===== src/rtl/access_arbiter.sv =====
`default_nettype none
// ============================================================================
// Module   : access_arbiter
// Brief    : Two-requester door access arbiter. Round-robin grant, code check,
//            timed door enable, and lockout after repeated wrong codes.
// Revision : 1.0 - initial release
// ============================================================================
module access_arbiter #(
  parameter logic [3:0] PASSWORD    = 4'b1010,
  parameter int         OPEN_CYCLES = 8,
  parameter int         LOCK_CYCLES = 16,
  parameter int         MAX_FAIL    = 3
) (
  input  logic       clk,
  input  logic       rst,
  input  logic [1:0] req,
  input  logic [1:0] confirm,
  input  logic [3:0] pass_l,
  input  logic [3:0] pass_r,
  output logic [1:0] grant,
  output logic       en_left,
  output logic       en_right,
  output logic [3:0] dout,
  output logic       locked,
  output logic [1:0] fail_cnt,
  output logic [2:0] state
);

  // Timer must hold the larger of the two reload values.
  localparam int TMAX = (OPEN_CYCLES > LOCK_CYCLES) ? OPEN_CYCLES : LOCK_CYCLES;
  localparam int TW   = (TMAX > 2) ? $clog2(TMAX) : 1;
  localparam logic [TW-1:0] OPEN_LOAD = TW'(OPEN_CYCLES - 1);
  localparam logic [TW-1:0] LOCK_LOAD = TW'(LOCK_CYCLES - 1);
  localparam logic [2:0]    MAX_F     = 3'(MAX_FAIL);

  typedef enum logic [2:0] {
    IDLE  = 3'd0,
    GRANT = 3'd1,
    CHECK = 3'd2,
    OPEN  = 3'd3,
    DENY  = 3'd4,
    LOCK  = 3'd5
  } state_t;

  state_t        state_q, state_d;
  logic [1:0]    grant_d;
  logic          en_left_d, en_right_d, locked_d;
  logic [3:0]    dout_d;
  logic [1:0]    fail_cnt_d;
  logic [TW-1:0] timer_q, timer_d;
  logic [3:0]    code_q, code_d;
  // ptr = 1 means the right requester was served last, so left wins a tie.
  logic          ptr_q, ptr_d;
  logic          gnt_req, gnt_cfm;

  assign state   = state_q;
  assign gnt_req = |(req & grant);
  assign gnt_cfm = |(confirm & grant);

  // State and all registered outputs; reset acts immediately.
  always_ff @(posedge clk or posedge rst) begin
    if (rst) begin
      state_q  <= IDLE;
      grant    <= 2'b00;
      en_left  <= 1'b0;
      en_right <= 1'b0;
      dout     <= 4'b0000;
      locked   <= 1'b0;
      fail_cnt <= 2'd0;
      timer_q  <= '0;
      code_q   <= 4'b0000;
      ptr_q    <= 1'b1;
    end else begin
      state_q  <= state_d;
      grant    <= grant_d;
      en_left  <= en_left_d;
      en_right <= en_right_d;
      dout     <= dout_d;
      locked   <= locked_d;
      fail_cnt <= fail_cnt_d;
      timer_q  <= timer_d;
      code_q   <= code_d;
      ptr_q    <= ptr_d;
    end
  end

  // Next-state and next-output decode.
  always_comb begin
    state_d    = state_q;
    grant_d    = grant;
    en_left_d  = en_left;
    en_right_d = en_right;
    dout_d     = dout;
    locked_d   = locked;
    fail_cnt_d = fail_cnt;
    timer_d    = timer_q;
    code_d     = code_q;
    ptr_d      = ptr_q;

    case (state_q)
      IDLE: begin
        grant_d    = 2'b00;
        en_left_d  = 1'b0;
        en_right_d = 1'b0;
        case (req)
          2'b01:   begin grant_d = 2'b01; state_d = GRANT; end
          2'b10:   begin grant_d = 2'b10; state_d = GRANT; end
          2'b11:   begin grant_d = ptr_q ? 2'b01 : 2'b10; state_d = GRANT; end
          default: ;
        endcase
      end

      GRANT: begin
        if (!gnt_req) begin
          grant_d = 2'b00;
          state_d = IDLE;
        end else if (gnt_cfm) begin
          code_d  = grant[0] ? pass_l : pass_r;
          state_d = CHECK;
        end
      end

      CHECK: begin
        if (code_q == PASSWORD) begin
          state_d    = OPEN;
          fail_cnt_d = 2'd0;
          dout_d     = code_q;
          timer_d    = OPEN_LOAD;
          en_left_d  = grant[0];
          en_right_d = grant[1];
        end else if (({1'b0, fail_cnt} + 3'd1) == MAX_F) begin
          state_d  = LOCK;
          timer_d  = LOCK_LOAD;
          grant_d  = 2'b00;
          locked_d = 1'b1;
        end else begin
          fail_cnt_d = fail_cnt + 2'd1;
          state_d    = DENY;
        end
      end

      OPEN: begin
        if (timer_q == '0) begin
          state_d    = IDLE;
          en_left_d  = 1'b0;
          en_right_d = 1'b0;
          grant_d    = 2'b00;
          ptr_d      = grant[1];
        end else begin
          timer_d = timer_q - 1'b1;
        end
      end

      DENY: begin
        en_left_d  = 1'b0;
        en_right_d = 1'b0;
        if (!gnt_req) begin
          state_d = IDLE;
          grant_d = 2'b00;
          ptr_d   = grant[1];
        end
      end

      LOCK: begin
        grant_d = 2'b00;
        if (timer_q == '0) begin
          state_d    = IDLE;
          fail_cnt_d = 2'd0;
          locked_d   = 1'b0;
        end else begin
          timer_d = timer_q - 1'b1;
        end
      end

      default: begin
        state_d    = IDLE;
        grant_d    = 2'b00;
        en_left_d  = 1'b0;
        en_right_d = 1'b0;
        locked_d   = 1'b0;
      end
    endcase
  end

endmodule
`default_nettype wire


===== config.mk =====
export PLATFORM = sky130hd
export DESIGN_NAME = access_arbiter
export DESIGN_NICKNAME = d
export VERILOG_FILES = /design/src/rtl/access_arbiter.sv
export SDC_FILE = /design/constraint.sdc
export NUM_CORES = 1
export LEC_CHECK = 0
export ABC_AREA = 1
export BUFFER_PORTS_ARGS = -buffer_cell sky130_fd_sc_hd__buf_2
export CAP_MARGIN = 0
export CORE_ASPECT_RATIO = 0.7
export CORE_MARGIN = 4
export CORE_UTILIZATION = 35
export DETAILED_ROUTE_END_ITERATION = 8
export GPL_ROUTABILITY_DRIVEN = 0
export GPL_TIMING_DRIVEN = 0
export PLACE_DENSITY_LB_ADDON = 0.3
export SLEW_MARGIN = 5
export SYNTH_ARGS = -nofsm -noshare
export SYNTH_HDL_FRONTEND = slang
export SYNTH_SLANG_ARGS = --single-unit

===== constraint.sdc =====
create_clock -name clk -period 1.45 [get_ports clk]
set_clock_uncertainty 0.2 [all_clocks]
set_input_delay 0.145 -clock clk [delete_from_list [all_inputs] [get_ports clk]]
set_output_delay 0.145 -clock clk [all_outputs]
set_load 0.03 [all_outputs]

==> results.toml <==
[timing]
slew_headroom = 0.405
period_share = 1.04
period_needed_ns = 1.51
finalHoldWorstSlack_ns = -0.146
setup_violations = 7
layout_setup_ws_ns = -0.0628
drv_slew = 0
tightest_slew_ns = 0.892
hold_viol_final = 22
rsz0062_at_grt = "yes"
clock.fmax_mhz = 661

[clocking]
cts_buffers = 3
cts.sinks = 23
cts.clk_slew.worst_paths_ns = 0.09
cts_tree = "built"
clockRootBuffer = "clkbuf_8"
clock_path_buffers = 2
postCtsHoldBufs = 4
insertion_delay_ns = 0.27
htreeDepth = 1

[global_route]
track_usage = 0.124
grt_pass1_vias = 1143
grt_max_degree = 24
grt_pass1_wl_um = 5140
grt_overflow_total = 0
antenna_found_initial = 0

[drt]
drt-total-wl_um = 3060
detail_route.wl_per_cell_um = 11.1
wl_met2_um = 1180
wl_met3_um = 222
dr.pass1.iters = 4
ant_nets = 0
highest_layer = "met4"
wl_met1_um = 1630
vias_per_cell = 4.55
routed-via-count = 1256
first_iter_violations = 90
drc = 0

[outcome]
violations = "negative hold slack, negative setup slack"
status = "finished with violations"

[cells_and_area]
finish.utilization = 0.497
syn_to_final_growth_pct = 35.4
num_antenna_cells = 0
layout-drive-gt1-share = 0.446
nets = 241

[logic_synthesis]
syn_area_per_cell_um2 = 7.95
synth_warnings = 0
synth_common_cells = "nand2_1, dfrtp_1, nor2_1, inv_1, nand3_1"
ys_types = 30
netlist_instances = 182
async_flop_share = 1.00
netlist_area_um2 = 1450
ys_seq_area_frac = 0.398
yosysMostFrequentCell = "nand2_1"
yosys_register_bits = 23
ys_top_cells_by_area = "dfrtp_1, nand2_1, nand2_4, nand3_1, o21ai_1"
synth-edff-count = 0
syn_nets = 198
synth.top_cell.area_share = 0.380
synth_top_cell_by_area = "dfrtp_1"
synth-main-ff-cell = "dfrtp_1"

[critical_path]
critPathRequiredTime_ns = 1.41
critPathArrivalTime_ns = 1.48
cp_max_fo = 8
path_class = "reg -> reg"
end_kind = "register"
start_kind = "register"

[floorplanning]
die_w_um = 84.9
rows = 19
coreArea_um2 = 3950
dieArea_um2 = 5250
io_pins = 28
die_h_um = 61.8
initial_utilization = 0.367

[pwr]
p_total_mw = 3.71
power.leakage_nw = 1.01
cellPowerDensity_nw_per_um2 = 1890
peakVddDrop_v = 0.000769

[flow_run]
maxCapViolations = 0

[placed_design]
port-buffer-count = 27
dpl.hpwl_um = 2320

[worst_hold_path]
hp-class = "in -> async"
routing by layer:
metal / global-route usage / vias up
met5: 0 / -
met4: 0.0203 / 0
met3: 0.0408 / 2
met2: 0.181 / 33
met1: 0.183 / 559
li1: - / 662
path summary, 6_finish.rpt:
check                        endpoint  slack [ns]  startpoint  cells after the start
min reg2reg                   dout[1]        0.27     dout[1]                      1
max reg2reg                 code_q[1]       -0.06    state[1]                      8
max in group asynchronous    state[2]        0.59         rst                      2
min in group clk            code_q[3]        0.03   pass_l[3]                      4
max                         code_q[1]       -0.06    state[1]                      8
min                        timer_q[2]       -0.15         rst                      2
final cells by class:
| class | count | area [um^2] |
|---|---|---|
| inverter | 21 | 109 |
| fill | 414 | 1990 |
| sequential | 23 | 583 |
| timing repair buffer | 38 | 245 |
| clock buffer | 3 | 41.3 |
| multi-input combinational | 133 | 853 |
| buffer | 5 | 56.3 |
| tap | 52 | 65.1 |
| clock inverter | 1 | 7.51 |
cell families (layout without fill, tap and decap cells):
logic type / after synthesis / in the layout / synth area share
flops: 23 / 23 / 0.398
buf+inv: 26 / 68 / 0.0951
xor+xnor: 1 / 1 / 0.00605
fa+ha+maj: 2 / 2 / 0.0173
compound gates: 24 / 24 / 0.0977
simple gates: 106 / 106 / 0.385
registers in the layout, summed over array words and instances, names as in the netlist:
name / count
code_q: 4
dout: 4
timer_q: 4
state: 3
fail_cnt: 2
grant: 2
en_left: 1
en_right: 1
locked: 1
ptr_q: 1
critical path, cell delays in order, from the launching register on:
cell and delay [ns]:
dfrtp_2 0.42, buf_8 0.15, inv_8 0.07, nand2_8 0.05
nor2_4 0.11, nand2_4 0.08, nor2_8 0.13, o21ai_1 0.08
o21a_1 0.10
power breakdown:
group	internal, mW	switching (mW)	leakage [nW]
Combinational	0.889	1.36	0.702
Clock	0.195	0.222	0.0217
Sequential	0.891	0.157	0.284
Total	1.97	1.74	1.01
placed cells by master (no fill, tap or decap), drive strengths merged:
| cell | instances |
|---|---|
| nand3 | 17 |
| xor2 | 1 |
| ha | 2 |
| dfstp | 1 |
| nand4 | 2 |
| nand2 | 65 |
| a31oi | 1 |
| nor2 | 19 |
| or2 | 3 |
| inv | 21 |
| dfrtp | 22 |
| o21ai | 18 |
| clkinvlp | 1 |
| o21bai | 2 |
| buf | 38 |
| clkbuf | 4 |
| a21boi | 1 |
| dlygate4sd3 | 4 |
| o21a | 2 |
stage by stage:
step / instance area, um^2 / worst slack, ns / TNS [ns] / cells
after global routing: 1960 / -0.135 / -1.45 / 276
final: 1960 / -0.0628 / -0.187 / 276
after global placement: 1670 / -0.0790 / -0.553 / 261
after CTS: 1800 / -0.0419 / -0.133 / 271
after floorplan: 1470 / -0.0459 / -0.0918 / 182
after detailed placement: 1670 / -0.0785 / -0.604 / 261
repair_timing:
item | CTS | global route
buffers inserted | 2 | 4
setup endpoints to repair | 15 | 20
pin swaps | 4 | 11
cloned | 0 | 1
endpoints found under the hold margin | 24 | 22
resized for setup | 7 | 31
No activity file was read; power rests on OpenSTA's default activity.
